--- src/rtl/console_pkg.sv ---
// Shared encodings and constants for the console UART bridge.
// Both the TX FSM in the top and the RX sub-module use the same 2-bit state codes.
package console_pkg;

  typedef logic [1:0] state_t;

  localparam state_t IDLE  = 2'd0;
  localparam state_t START = 2'd1;
  localparam state_t DATA  = 2'd2;
  localparam state_t STOP  = 2'd3;

  localparam int unsigned DATA_BITS = 8;
  localparam logic        UART_IDLE = 1'b1;

endpackage

--- src/rtl/console_uart_rx.sv ---
// 8N1 UART receiver: 2-flop synchroniser, start validation at mid-bit, LSB-first sampling.
// Emits a single-cycle byte strobe or frame-error strobe in the stop-bit sample cycle.
module console_uart_rx #(
  parameter int unsigned CLKS_PER_BIT = 868
) (
  input  logic       clk_i,
  input  logic       rst_ni,
  input  logic       rx_i,
  output logic [7:0] byte_o,
  output logic       byte_valid_o,
  output logic       frame_err_o
);
  import console_pkg::*;

  localparam int unsigned CW = (CLKS_PER_BIT > 1) ? $clog2(CLKS_PER_BIT) : 1;
  localparam logic [CW-1:0] CNT_LAST = CW'(CLKS_PER_BIT - 1);
  localparam logic [CW-1:0] CNT_HALF = CW'(CLKS_PER_BIT / 2 - 1);
  localparam logic [2:0]    BIT_LAST = 3'(DATA_BITS - 1);

  logic [1:0]    sync_q;
  logic          rx_s;
  logic          rx_prev_q;
  state_t        state_q, state_d;
  logic [CW-1:0] cnt_q, cnt_d;
  logic [2:0]    bit_q, bit_d;
  logic [7:0]    shift_q, shift_d;

  assign rx_s   = sync_q[1];
  assign byte_o = shift_q;

  always_ff @(posedge clk_i or negedge rst_ni) begin
    if (!rst_ni) begin
      sync_q    <= {2{UART_IDLE}};
      rx_prev_q <= UART_IDLE;
      state_q   <= IDLE;
      cnt_q     <= '0;
      bit_q     <= '0;
      shift_q   <= '0;
    end else begin
      sync_q    <= {sync_q[0], rx_i};
      rx_prev_q <= rx_s;
      state_q   <= state_d;
      cnt_q     <= cnt_d;
      bit_q     <= bit_d;
      shift_q   <= shift_d;
    end
  end

  always_comb begin
    state_d      = state_q;
    cnt_d        = cnt_q;
    bit_d        = bit_q;
    shift_d      = shift_q;
    byte_valid_o = 1'b0;
    frame_err_o  = 1'b0;
    case (state_q)
      IDLE: begin
        if (rx_prev_q && !rx_s) begin
          state_d = START;
          cnt_d   = '0;
        end
      end
      START: begin
        // Half a bit in: a line back high means the falling edge was a glitch.
        if (cnt_q == CNT_HALF) begin
          cnt_d   = '0;
          bit_d   = '0;
          state_d = rx_s ? IDLE : DATA;
        end else begin
          cnt_d = cnt_q + 1'b1;
        end
      end
      DATA: begin
        if (cnt_q == CNT_LAST) begin
          cnt_d   = '0;
          shift_d = {rx_s, shift_q[7:1]};
          bit_d   = bit_q + 1'b1;
          if (bit_q == BIT_LAST) begin
            state_d = STOP;
          end
        end else begin
          cnt_d = cnt_q + 1'b1;
        end
      end
      STOP: begin
        if (cnt_q == CNT_LAST) begin
          cnt_d   = '0;
          state_d = IDLE;
          if (rx_s) begin
            byte_valid_o = 1'b1;
          end else begin
            frame_err_o = 1'b1;
          end
        end else begin
          cnt_d = cnt_q + 1'b1;
        end
      end
      default: state_d = IDLE;
    endcase
  end

endmodule

--- src/rtl/console_uart_bridge.sv ---
// Console port far-end: serialises CONSOLE_OUT bytes as 8N1 on UART_TX and presents
// bytes received on UART_RX through the CONSOLE_IN valid/ack holding register.
module console_uart_bridge #(
  parameter int unsigned CLKS_PER_BIT = 868
) (
  input  logic       CLK,
  input  logic       RESET_N,
  input  logic [7:0] CONSOLE_OUT,
  input  logic       CONSOLE_OUT_valid,
  output logic       CONSOLE_OUT_ready,
  output logic [7:0] CONSOLE_IN,
  output logic       CONSOLE_IN_valid,
  input  logic       CONSOLE_IN_ack,
  output logic       UART_TX,
  input  logic       UART_RX,
  output logic       RX_OVERRUN,
  output logic       RX_FRAME_ERR
);
  import console_pkg::*;

  localparam int unsigned CW = (CLKS_PER_BIT > 1) ? $clog2(CLKS_PER_BIT) : 1;
  localparam logic [CW-1:0] CNT_LAST = CW'(CLKS_PER_BIT - 1);
  localparam logic [2:0]    BIT_LAST = 3'(DATA_BITS - 1);

  // ---------------- TX ----------------
  state_t        tx_state_q, tx_state_d;
  logic [CW-1:0] tx_cnt_q, tx_cnt_d;
  logic [2:0]    tx_bit_q, tx_bit_d;
  logic [7:0]    tx_shift_q, tx_shift_d;
  logic          tx_q, tx_d;

  assign CONSOLE_OUT_ready = (tx_state_q == IDLE);
  assign UART_TX           = tx_q;

  always_ff @(posedge CLK or negedge RESET_N) begin
    if (!RESET_N) begin
      tx_state_q <= IDLE;
      tx_cnt_q   <= '0;
      tx_bit_q   <= '0;
      tx_shift_q <= '0;
      tx_q       <= UART_IDLE;
    end else begin
      tx_state_q <= tx_state_d;
      tx_cnt_q   <= tx_cnt_d;
      tx_bit_q   <= tx_bit_d;
      tx_shift_q <= tx_shift_d;
      tx_q       <= tx_d;
    end
  end

  // The line level is registered alongside the state so each bit changes on a clean edge.
  always_comb begin
    tx_state_d = tx_state_q;
    tx_cnt_d   = tx_cnt_q;
    tx_bit_d   = tx_bit_q;
    tx_shift_d = tx_shift_q;
    tx_d       = tx_q;
    case (tx_state_q)
      IDLE: begin
        tx_d = UART_IDLE;
        if (CONSOLE_OUT_valid) begin
          tx_shift_d = CONSOLE_OUT;
          tx_cnt_d   = '0;
          tx_state_d = START;
          tx_d       = 1'b0;
        end
      end
      START: begin
        if (tx_cnt_q == CNT_LAST) begin
          tx_cnt_d   = '0;
          tx_bit_d   = '0;
          tx_state_d = DATA;
          tx_d       = tx_shift_q[0];
        end else begin
          tx_cnt_d = tx_cnt_q + 1'b1;
        end
      end
      DATA: begin
        if (tx_cnt_q == CNT_LAST) begin
          tx_cnt_d = '0;
          if (tx_bit_q == BIT_LAST) begin
            tx_state_d = STOP;
            tx_d       = UART_IDLE;
          end else begin
            tx_bit_d   = tx_bit_q + 1'b1;
            tx_shift_d = {1'b0, tx_shift_q[7:1]};
            tx_d       = tx_shift_q[1];
          end
        end else begin
          tx_cnt_d = tx_cnt_q + 1'b1;
        end
      end
      STOP: begin
        if (tx_cnt_q == CNT_LAST) begin
          tx_cnt_d   = '0;
          tx_state_d = IDLE;
        end else begin
          tx_cnt_d = tx_cnt_q + 1'b1;
        end
      end
      default: begin
        tx_state_d = IDLE;
        tx_d       = UART_IDLE;
      end
    endcase
  end

  // ---------------- RX ----------------
  logic [7:0] rx_byte;
  logic       rx_byte_valid;
  logic       rx_frame_err;

  console_uart_rx #(
    .CLKS_PER_BIT (CLKS_PER_BIT)
  ) u_rx (
    .clk_i        (CLK),
    .rst_ni       (RESET_N),
    .rx_i         (UART_RX),
    .byte_o       (rx_byte),
    .byte_valid_o (rx_byte_valid),
    .frame_err_o  (rx_frame_err)
  );

  logic [7:0] in_data_q, in_data_d;
  logic       in_valid_q, in_valid_d;
  logic       overrun_q, overrun_d;
  logic       frame_err_q, frame_err_d;

  assign CONSOLE_IN       = in_data_q;
  assign CONSOLE_IN_valid = in_valid_q;
  assign RX_OVERRUN       = overrun_q;
  assign RX_FRAME_ERR     = frame_err_q;

  always_ff @(posedge CLK or negedge RESET_N) begin
    if (!RESET_N) begin
      in_data_q   <= '0;
      in_valid_q  <= 1'b0;
      overrun_q   <= 1'b0;
      frame_err_q <= 1'b0;
    end else begin
      in_data_q   <= in_data_d;
      in_valid_q  <= in_valid_d;
      overrun_q   <= overrun_d;
      frame_err_q <= frame_err_d;
    end
  end

  // An ack coinciding with a delivery frees the slot just in time, so the new byte wins.
  always_comb begin
    in_data_d   = in_data_q;
    in_valid_d  = in_valid_q;
    overrun_d   = overrun_q;
    frame_err_d = frame_err_q;
    if (rx_byte_valid) begin
      if (!in_valid_q || CONSOLE_IN_ack) begin
        in_data_d  = rx_byte;
        in_valid_d = 1'b1;
      end else begin
        overrun_d = 1'b1;
      end
    end else if (in_valid_q && CONSOLE_IN_ack) begin
      in_valid_d = 1'b0;
    end
    if (rx_frame_err) begin
      frame_err_d = 1'b1;
    end
  end

endmodule

--- config.mk ---
export PLATFORM = sky130hd
export DESIGN_NAME = console_uart_bridge
export DESIGN_NICKNAME = d
export VERILOG_FILES = /design/src/rtl/console_pkg.sv /design/src/rtl/console_uart_rx.sv /design/src/rtl/console_uart_bridge.sv
export SDC_FILE = /design/constraint.sdc
export NUM_CORES = 1
export LEC_CHECK = 0
export BUFFER_PORTS_ARGS = -buffer_cell sky130_fd_sc_hd__clkbuf_2
export CAP_MARGIN = 15
export CELL_PAD_IN_SITES_DETAIL_PLACEMENT = 1
export CELL_PAD_IN_SITES_GLOBAL_PLACEMENT = 1
export CORE_ASPECT_RATIO = 0.5
export CORE_MARGIN = 2
export CORE_UTILIZATION = 48
export DETAILED_ROUTE_END_ITERATION = 8
export PLACE_DENSITY_LB_ADDON = 0.2
export RECOVER_POWER = 50
export REMOVE_ABC_BUFFERS = 1
export SYNTH_ARGS = -nofsm -noshare
export SYNTH_HDL_FRONTEND = slang
export SYNTH_SLANG_ARGS = --single-unit
--- constraint.sdc ---
create_clock -name CLK -period 3 [get_ports CLK]
set_clock_uncertainty 0.2 [all_clocks]
set_input_delay 0.75 -clock CLK [delete_from_list [all_inputs] [get_ports CLK]]
set_output_delay 0.75 -clock CLK [all_outputs]
set_load 0.02 [all_outputs]
==> impl_metrics.yaml, run 1 <==
floorplanning:
  die_area_sq_mm: 0.007185
  initial_core_util_pct: 50.57
  io_pins: 26
  row_count: 20
  die_h_microns: 60.95
  coreArea_sq_mm: 0.006156
  die_w_microns: 117.9
critical_path:
  arrival_ns: 2.41
  cp-start-kind: "flop"
  path_cells: "inv_1 > ha_1 > or3_1 > a221oi_2 > mux2_2"
  setup.worst_path.class: "reg -> reg"
  cp_max_fo: 17
  crit_path_end_kind: "flop"
  cp_slowest_cell: "or3_1"
  crit_buf_inv: 1
  cp.required_ns: 3.00
  cp_top_family: "simple AND/OR/NAND/NOR gates"
  critPathMaxStageDelay_ns: 0.46
timing:
  rsz0062_at_grt: "no"
  tightest_slew_ns: 1.514
  finalWorstSetupSlack_ns: 0.5959
  fin_crit_sh_pct: 80.14
  relSlewSlack_pct: -0.9140
  hold_viol: 0
  setup_viol: 0
  max_freq_ghz: 0.4160
  setup_tns_ns: 0
  slew_viol_final: 62
  period_minus_slack_ns: 2.404
drt:
  routedWlPerCell_microns: 17.39
  drt_iter0_markers: 108
  vias: 2263
  wl_microns: 7010
  drt.antenna.violating_nets: 0
  avgViaCountPerCell: 5.615
  drc: 0
  drt-pass1-iter-count: 4
cts:
  cts_buffer_depth: 2
  cts.repair.resized: 0
  clk_latency_ns: 0.32
  cts_inserted_buffers: 9
  clkSlewWorstSetupHoldPaths_ns: 0.06
  cts_tree: "yes"
  root_buffer: "clkbuf_16"
  htreeDepth: 3
  cts_setup_buffers: 0
  cts.sinks: 61
  hold_buffers: 0
power_and_ir_drop:
  clockPowerShare_pct: 33.2
  p_seq_share_pct: 39.1
  total_leakage_power_uw: 0.001652
  p_int_uw: 1975
  cellPowerDensity_mw_per_mm2: 810.1
  p_comb_share_pct: 27.7
  total_power_uw: 2916
  vdd_ir_drop_max_mv: 0.3518
  switchingPower_uw: 940.8
  swShare_pct: 32.26
logic_synthesis:
  synth_xor_area_share_pct: 0.8441
  synth_top_family_by_area: "simple AND/OR/NAND/NOR gates"
  yosys.area_share.simple_pct: 18.69
  synth.distinct_cells: 48
  synth_mux_area_share_pct: 12.30
  synth_fa_ha_area_share_pct: 4.823
  ys_seq_area_share_pct: 49.20
  yosysWarnings: 0
  synth_edf_count: 0
  ys_seq_elements: 61
  async_reset_ff_share_pct: 100.0
  ys.flop_type: "dfrtp_1"
  synth_cells: 279
  synth_compound_area_share_pct: 11.29
  syn_avg_cell_area_sq_um: 11.16
  synthesis.area_sq_mm: 0.003113
layout:
  syn2layout_area_growth_pct: 15.63
  final_common_cell: "dfrtp_1"
  antenna_cells: 0
  nFillCells: 679
  multiInputGateArea_sq_mm: 0.001491
  final_cell_mix: "dfrtp_1 (57), mux2_2 (34), nand2_1 (33), clkbuf_2 (26), inv_1 (13)"
  register_area_sq_mm: 0.001531
  final_nets: 335
  drive_gt1_share_pct: 29.52
global_routing:
  overflow: 0
  grt_usage_pct: 21.80
  grt_antenna_before_repair: 0
  grt_max_degree: 62
  grt_pass1_vias: 2436
  grt_pass1_wl_microns: 11990
min_path:
  hp-class: "reg -> reg"
place:
  gp_congestion: 0.7328
  pre_cts_slack_ns: 0.6143
  portBuffers: 25
  hpwl_microns: 4793
outcome:
  violations: "capacitance limit, slew limit"
  status: "complete, but fails checks"
run:
  cap_violations: 1
==> power by group through the flow <==
stage               clock network [uW]  logic (uW)  registers [uW]
CTS                                990         821            1140
global route                      1030         898            1160
finish                             968         808            1140
floorplan                            0         624            1110
detailed placement                   0         807            1150
global placement                     0         754            1140
==> area by class of cell <==
type | count | area share [%]
Clock buffer | 11 | 7.021
Clock inverter | 5 | 0.9732
Inverter | 13 | 1.356
Multi-Input combinational cell | 199 | 41.43
Sequential cell | 61 | 42.54
Tap cell | 88 | 3.059
Timing Repair Buffer | 26 | 3.615
==> worst reg2reg max path: cells and delay by family (launching register included) <==
family                   cells  cell delay, ns
flip-flops                   1            0.39
adder cells (fa/ha/maj)      1            0.44
AO/OA/AOI/OAI                1            0.33
buffers and inverters        1            0.10
multiplexers                 1            0.38
AND/OR/NAND/NOR              1            0.46
==> Yosys cell counts (all sizes together) (3+ instances only) <==
library cell | number | area [sq um]
inv | 13 | 48.80
nand2 | 33 | 123.9
o21a | 3 | 22.52
nor2b | 6 | 37.54
a31oi | 4 | 37.53
nand3 | 9 | 50.05
mux2 | 34 | 382.9
and4bb | 4 | 50.05
o21ai | 7 | 35.03
or4 | 4 | 30.03
nor3 | 5 | 36.29
o22ai | 8 | 50.05
and2 | 3 | 20.02
o31ai | 5 | 37.54
dfstp | 4 | 105.1
nand4 | 8 | 56.30
nand2b | 4 | 25.02
or2 | 3 | 18.77
buf | 4 | 32.53
a22o | 5 | 43.79
nor4 | 3 | 18.77
ha | 12 | 150.1
nor2 | 11 | 41.29
dfrtp | 57 | 1426
a21oi | 8 | 40.04
==> registers in the layout, summed over array words and instances, names as in the netlist, 2 cells and up, named ones only <==
| name | count |
|---|---|
| u_rx.bit_q | 3 |
| CONSOLE_IN | 8 |
| u_rx.byte_o | 8 |
| tx_cnt_q | 10 |
| u_rx.sync_q | 2 |
| u_rx.cnt_q | 10 |
| tx_shift_q | 8 |
| tx_bit_q | 3 |
| tx_state_q | 2 |
==> stage by stage <==
| step | instances | hold WS [ns] | util (%) | instance area, sq um |
|---|---|---|---|---|
| floorplan | 273 | 0.1452 | - | 3073 |
| global placement | 387 | 0.1474 | 54.07 | 3328 |
| detailed placement | 387 | 0.1491 | 54.07 | 3328 |
| CTS | 403 | 0.1547 | 58.74 | 3616 |
| global route | 403 | 0.1624 | 58.48 | 3600 |
| finish | 403 | 0.1552 | 58.48 | 3600 |
==> logic make-up after synthesis <==
family                     Yosys count
AOI/OAI and AO/OA                   49
DFF                                 61
xor gates and xnor gates             3
buffers and inverters               19
muxes                               34
adders and majority gates           12
and+or+nand+nor                    101
==> final timing paths <==
check                           depth (start not counted)                 startpoint                   endpoint  slack [ns]
worst max-delay path                                    5  tx_state_q[0]$_DFFE_PN0P_  tx_state_q[1]$_DFFE_PN0P_        0.60
worst min-delay path                                    0   u_rx.sync_q[0]$_DFF_PN1_   u_rx.sync_q[1]$_DFF_PN1_        0.16
worst max register to register                          5  tx_state_q[0]$_DFFE_PN0P_  tx_state_q[1]$_DFFE_PN0P_        0.60
worst min register to register                          0   u_rx.sync_q[0]$_DFF_PN1_   u_rx.sync_q[1]$_DFF_PN1_        0.16
max in group asynchronous                               2                    RESET_N  u_rx.cnt_q[1]$_DFFE_PN0P_        1.02
min in group asynchronous                               2                    RESET_N    tx_cnt_q[9]$_DFFE_PN0N_        0.69
==> metal layers <==
metal	global-route usage [%]	vias up	wire length, microns
li1	-	1082	-
met2	41.03	21	3636
met1	25.10	1153	3130
met5	0	-	0
met3	5.827	7	181
met4	7.573	0	61
(Power assumes the default switching activity.)
==> run 2, diff against run 1 <==
==> constraint.sdc (replaced) <==
create_clock -name CLK -period 2.3 [get_ports CLK]
set_clock_uncertainty 0.2 [all_clocks]
set_input_delay 0.575 -clock CLK [delete_from_list [all_inputs] [get_ports CLK]]
set_output_delay 0.575 -clock CLK [all_outputs]
set_load 0.02 [all_outputs]
==> run 2 against run 1 <==
The run now ends clean. Clock power is 49% higher. Worst hold slack worse by 0.026 ns. Via count is 3.3% higher. Flip-flop and latch count stayed put. Critical path depth is 1 higher. Worst setup slack worse by 0.51 ns. Combinational power is 50% higher. Largest cell class unchanged.
==> impl_metrics.yaml, run 2 (synthesis gave the netlist of run 1 again) <==
outcome:
  status: "finished, final reports clean"
floorplanning:
  io_pins: 26
  die_h_microns: 60.95
  initial_core_util_pct: 50.57
  die_w_microns: 117.9
  row_count: 20
  die_area_sq_mm: 0.007185
  coreArea_sq_mm: 0.006156
layout:
  final_cell_mix: "dfrtp_1 (57), mux2_2 (34), nand2_1 (33), clkbuf_2 (21), inv_1 (13)"
  nFillCells: 665
  reg_top3: "tx_cnt_q: 10 flops, u_rx.cnt_q: 10 flops"
  antenna_cells: 0
  final_nets: 344
  syn2layout_area_growth_pct: 19.21
  fin_area_sq_mm: 0.003711
  drive_gt1_share_pct: 31.48
  final_common_cell: "dfrtp_1"
drt:
  routedWlPerCell_microns: 18.45
  drt_iter0_markers: 107
  drt.antenna.violating_nets: 0
  avgViaCountPerCell: 5.672
  drc: 0
  wl_microns: 7602
  vias: 2337
  drt-pass1-iter-count: 6
timing:
  setup_viol: 0
  period_minus_slack_ns: 2.216
  fin_crit_sh_pct: 96.35
  max_freq_ghz: 0.4513
  tightest_slew_ns: 0.9197
  relSlewSlack_pct: 38.69
  slew_viol_final: 0
  setup_tns_ns: 0
  rsz0062_at_grt: "no"
  hold_viol: 0
cts:
  clkSlewWorstSetupHoldPaths_ns: 0.05
  cts.sinks: 61
  cts_inserted_buffers: 9
  hold_buffers: 0
  htreeDepth: 3
  cts_buffer_depth: 2
  cts_tree: "yes"
  root_buffer: "clkbuf_16"
  clk_latency_ns: 0.33
place:
  hpwl_microns: 4910
  gp_congestion: 0.8064
  portBuffers: 25
  postPlaceCellArea_sq_mm: 0.003396
min_path:
  hp-class: "in -> reg"
power_and_ir_drop:
  total_leakage_power_uw: 0.001720
  cellPowerDensity_mw_per_mm2: 1114
  vdd_ir_drop_max_mv: 0.4577
global_routing:
  grt_usage_pct: 22.91
  grt_pass1_vias: 2507
  grt_pass1_wl_microns: 12540
  overflow: 0
  grt_max_degree: 46
  grt_antenna_before_repair: 0
critical_path:
  cp_slowest_cell: "dfrtp_1"
  cp_max_fo: 5
  path_cells: "ha_2 > and4b_1 > nand4_1 > buf_4 > a21oi_1 > mux2_2"
  cp.required_ns: 2.35
  critPathMaxStageDelay_ns: 0.43
  crit_path_end_kind: "flop"
  arrival_ns: 2.27
  setup.worst_path.class: "reg -> reg"
  cp-start-kind: "flop"
run:
  cap_violations: 0
## run 2: cell count changes in the layout (fill, tap and decap cells not counted), sizes merged
cell      before  now
clkinvlp       4    0
bufinv         0    2
buf            0    9
clkinv         1    3
## run 2: layout make-up
| cell class | instances | area, sq um | share of cell area [%] |
|---|---|---|---|
| repair buffers | 35 | 195.2 | 5.260 |
| well taps | 88 | 110.1 | 2.967 |
| clock inverters | 5 | 75.07 | 2.023 |
| multi-input cells | 199 | 1508 | 40.63 |
| flip-flops and latches | 61 | 1531 | 41.27 |
| inverters | 13 | 48.80 | 1.315 |
| clock buffers | 11 | 242.7 | 6.541 |
## run 2: critical path: cells and delay by family (launching register included)
kind,cells,cell delay [ns]
flops,1,0.43
simple gates,2,0.45
compound gates,1,0.20
mux,1,0.38
fa+ha+maj,1,0.24
buf+inv,1,0.23
## run 2: path summary, 6_finish.rpt
kind	from	to	slack, ns	depth (start not counted)
max in group asynchronous	RESET_N	u_rx.bit_q[2]$_DFFE_PN0P_	0.50	2
setup / recovery	tx_cnt_q[0]$_DFFE_PN0N_	UART_TX$_DFFE_PN1P_	0.08	6
min in group asynchronous	RESET_N	tx_bit_q[0]$_DFFE_PN0P_	0.16	1
setup reg to reg	tx_cnt_q[0]$_DFFE_PN0N_	UART_TX$_DFFE_PN1P_	0.08	6
hold / removal	UART_RX	u_rx.sync_q[0]$_DFF_PN1_	0.13	1
hold reg to reg	u_rx.sync_q[0]$_DFF_PN1_	u_rx.sync_q[1]$_DFF_PN1_	0.16	0
## run 2: where the power goes
part | total (uW) | switching, uW | leakage [uW] | internal (uW)
sequential | 1480 | 202 | 0.000797 | 1280
clock | 1440 | 468 | 0.000159 | 971
combinational | 1210 | 639 | 0.000764 | 573
total | 4130 | 1310 | 0.00172 | 2820
## run 2: metal layers
layer  up-vias  GRT usage (%)  wire [microns]
li1       1096              -               -
met1      1200          25.49            3350
met2        27          44.02            3946
met3        14          6.391             205
met4         0          8.262              99
met5         -              0               0
## run 2: through the flow
stage               worst slack [ns]  cells  hold slack [ns]  util [%]  total power, uW
floorplan                     0.1467    273          0.07941         -             2267
global placement              0.1961    396           0.1482     55.16             2543
detailed placement            0.1003    396           0.1501     55.16             2626
CTS                          0.02914    412         0.007750     60.33             4143
global route                 0.02371    412           0.1251     60.28             4320
finish                       0.08395    412           0.1296     60.28             4134
## run 2: repair_timing
item / CTS / global route
setup buffers: 0 / 0
gates resized for setup: 0 / 4
setup endpoints to repair: 0 / 13
==> run 3, diff against run 2 <==
--- a/config.mk
+++ b/config.mk
@@ -10,12 +10,14 @@
 export CELL_PAD_IN_SITES_DETAIL_PLACEMENT = 1
 export CELL_PAD_IN_SITES_GLOBAL_PLACEMENT = 1
 export CORE_ASPECT_RATIO = 0.5
-export CORE_MARGIN = 2
-export CORE_UTILIZATION = 48
+export CORE_MARGIN = 10
+export CORE_UTILIZATION = 49
+export CTS_BUF_LIST = sky130_fd_sc_hd__clkbuf_2
 export DETAILED_ROUTE_END_ITERATION = 8
 export PLACE_DENSITY_LB_ADDON = 0.2
 export RECOVER_POWER = 50
 export REMOVE_ABC_BUFFERS = 1
+export SLEW_MARGIN = 20
 export SYNTH_ARGS = -nofsm -noshare
 export SYNTH_HDL_FRONTEND = slang
 export SYNTH_SLANG_ARGS = --single-unit
==> run 3 against run 2 <==
Sequential power shrank 3%. Design area down 4.8%. Die area up 41%. Clock power fell by 65%. Final cell count is 1.5% higher. Register-to-register slack improved by 0.03 ns. Wire length fell by 5.9%. Sequential share of layout area grew 2.1 points. Critical endpoint is now tx_state_q[1]$_DFFE_PN0P_. Largest cell class unchanged.
==> impl_metrics.yaml, run 3 (synthesis gave the netlist of run 1 again) <==
global_routing:
  grt_max_degree: 45
  grt_antenna_before_repair: 0
  grt_pass1_wl_microns: 12100
  overflow: 0
  grt_usage_pct: 14.64
  grt_pass1_vias: 2563
place:
  gp_congestion: 0.7758
  pre_cts_slack_ns: 0.07804
  postPlaceCellArea_sq_mm: 0.003411
  portBuffers: 25
  hpwl_microns: 5349
layout:
  fin_area_sq_mm: 0.003533
  syn2layout_area_growth_pct: 13.50
  nFillCells: 708
  antenna_cells: 0
  final_cell_mix: "dfrtp_1 (57), mux2_2 (34), nand2_1 (33), clkbuf_2 (32)"
  final_nets: 350
  final_common_cell: "dfrtp_1"
  drive_gt1_share_pct: 31.52
  reg_top3: "tx_cnt_q: 10 flops, u_rx.cnt_q: 10 flops"
cts:
  cts.sinks: 61
  htreeDepth: 3
  root_buffer: "clkbuf_2"
  cts_tree: "yes"
  clkSlewWorstSetupHoldPaths_ns: 0.18
  clk_latency_ns: 0.50
  cts_inserted_buffers: 9
  cts_buffer_depth: 2
timing:
  fin_crit_sh_pct: 95.07
  period_minus_slack_ns: 2.187
  relSlewSlack_pct: 58.93
  setup_tns_ns: 0
  rsz0062_at_grt: "no"
  setup_viol: 0
  hold_viol: 0
  finalWorstSetupSlack_ns: 0.1135
  tightest_slew_ns: 0.6161
  max_freq_ghz: 0.4573
  slew_viol_final: 0
critical_path:
  cp_max_fo: 3
  rr_worst_depth: 5
  rr_endpoint: "tx_state_q[1]$_DFFE_PN0P_"
  crit_buf_inv: 1
  cp.required_ns: 2.52
  cp_top_family: "flip-flops"
  critPathMaxStageDelay_ns: 0.43
  setup.worst_path.class: "reg -> reg"
  rr_startpoint: "tx_state_q[0]$_DFFE_PN0P_"
  path_cells: "buf_4 > ha_1 > or3_1 > a221oi_2 > mux2_2"
  cp_slowest_cell: "dfrtp_1"
  crit_path_end_kind: "flop"
  rrSetupSlack_ns: 0.11
  cp-start-kind: "flop"
  arrival_ns: 2.40
drt:
  drt_iter0_markers: 104
  routedWlPerCell_microns: 17.11
  drt-pass1-iter-count: 4
  wl_microns: 7154
  drt.antenna.violating_nets: 0
  drc: 0
  avgViaCountPerCell: 5.517
  vias: 2306
power_and_ir_drop:
  vdd_ir_drop_max_mv: 0.4573
  total_leakage_power_uw: 0.001656
  cellPowerDensity_mw_per_mm2: 899.8
outcome:
  status: "finished, final reports clean"
min_path:
  hp-class: "reg -> reg"
  min_from: "u_rx.sync_q[0]$_DFF_PN1_"
  whs_path_depth: 0
  hold_end: "u_rx.sync_q[1]$_DFF_PN1_"
floorplanning:
  die_h_microns: 76.36
  coreArea_sq_mm: 0.006106
  row_count: 20
  initial_core_util_pct: 50.98
  die_area_sq_mm: 0.01013
  io_pins: 26
  die_w_microns: 132.7
run:
  cap_violations: 0
run 3: cell count changes in the layout (fill, tap and decap cells not counted), sizes merged:
cell / change
clkinv: +4
clkbuf: -3
buf: +5
bufinv: -2
dlygate4sd3: +2
run 3: what timing repair did:
| action | CTS | global route |
|---|---|---|
| hold buffers | 2 | 0 |
| endpoints found under the hold margin | 60 | 0 |
| endpoints found under the setup margin | 1 | 2 |
| pin swaps | 0 | 0 |
| resized for setup | 0 | 4 |
| setup buffers | 2 | 0 |
run 3: how the worst max path moves through the flow:
stage / depth (start not counted) / slack [ns] / start / endpoint
after floorplan: 5 / 0.15 / tx_state_q[0]$_DFFE_PN0P_ / tx_state_q[0]$_DFFE_PN0P_
after global placement: 6 / 0.17 / tx_state_q[0]$_DFFE_PN0P_ / tx_cnt_q[9]$_DFFE_PN0N_
after detailed placement: 6 / 0.08 / tx_state_q[0]$_DFFE_PN0P_ / tx_cnt_q[9]$_DFFE_PN0N_
after CTS: 3 / 0.02 / tx_state_q[1]$_DFFE_PN0P_ / CONSOLE_OUT_ready
after global routing: 3 / 0.02 / tx_state_q[0]$_DFFE_PN0P_ / CONSOLE_OUT_ready
final: 5 / 0.11 / tx_state_q[0]$_DFFE_PN0P_ / tx_state_q[1]$_DFFE_PN0P_
run 3: stage by stage:
| stage | hold slack [ns] | total power, uW | utilization (%) | std cells |
|---|---|---|---|---|
| 3_5_place_dp | 0.1576 | 2645 | 55.86 | 398 |
| 3_3_place_gp | 0.1479 | 2564 | 55.86 | 398 |
| 5_1_grt | 0.1694 | 3442 | 57.87 | 418 |
| 4_1_cts | 0.1740 | 3191 | 57.70 | 418 |
| 2_1_floorplan | 0.07941 | 2267 | - | 273 |
| 6_report | 0.1799 | 3179 | 57.87 | 418 |
run 3: report_power, final:
group	internal, uW	switching (uW)
combinational	615	614
clock	126	385
sequential	1280	163
total	2020	1160
run 3: cell type report:
type	instances	area [sq um]	area share [%]
flip-flops and latches	61	1531	43.34
multi-input cells	199	1505	42.60
repair buffers	41	260.3	7.365
well taps	88	110.1	3.116
inverters	13	48.80	1.381
clock buffers	9	45.04	1.275
clock inverters	7	32.53	0.9207
run 3: per-layer routing:
metal  up-vias  GRT usage [%]  part of all wire [%]  routed length, microns
met1      1173          14.97                    42                    2988
li1       1112              -                     -                       -
met4         0          4.803                   1.1                      77
met3         8          4.803                   2.8                     198
met5         -              0                     0                       0
met2        13          27.58                    54                    3890
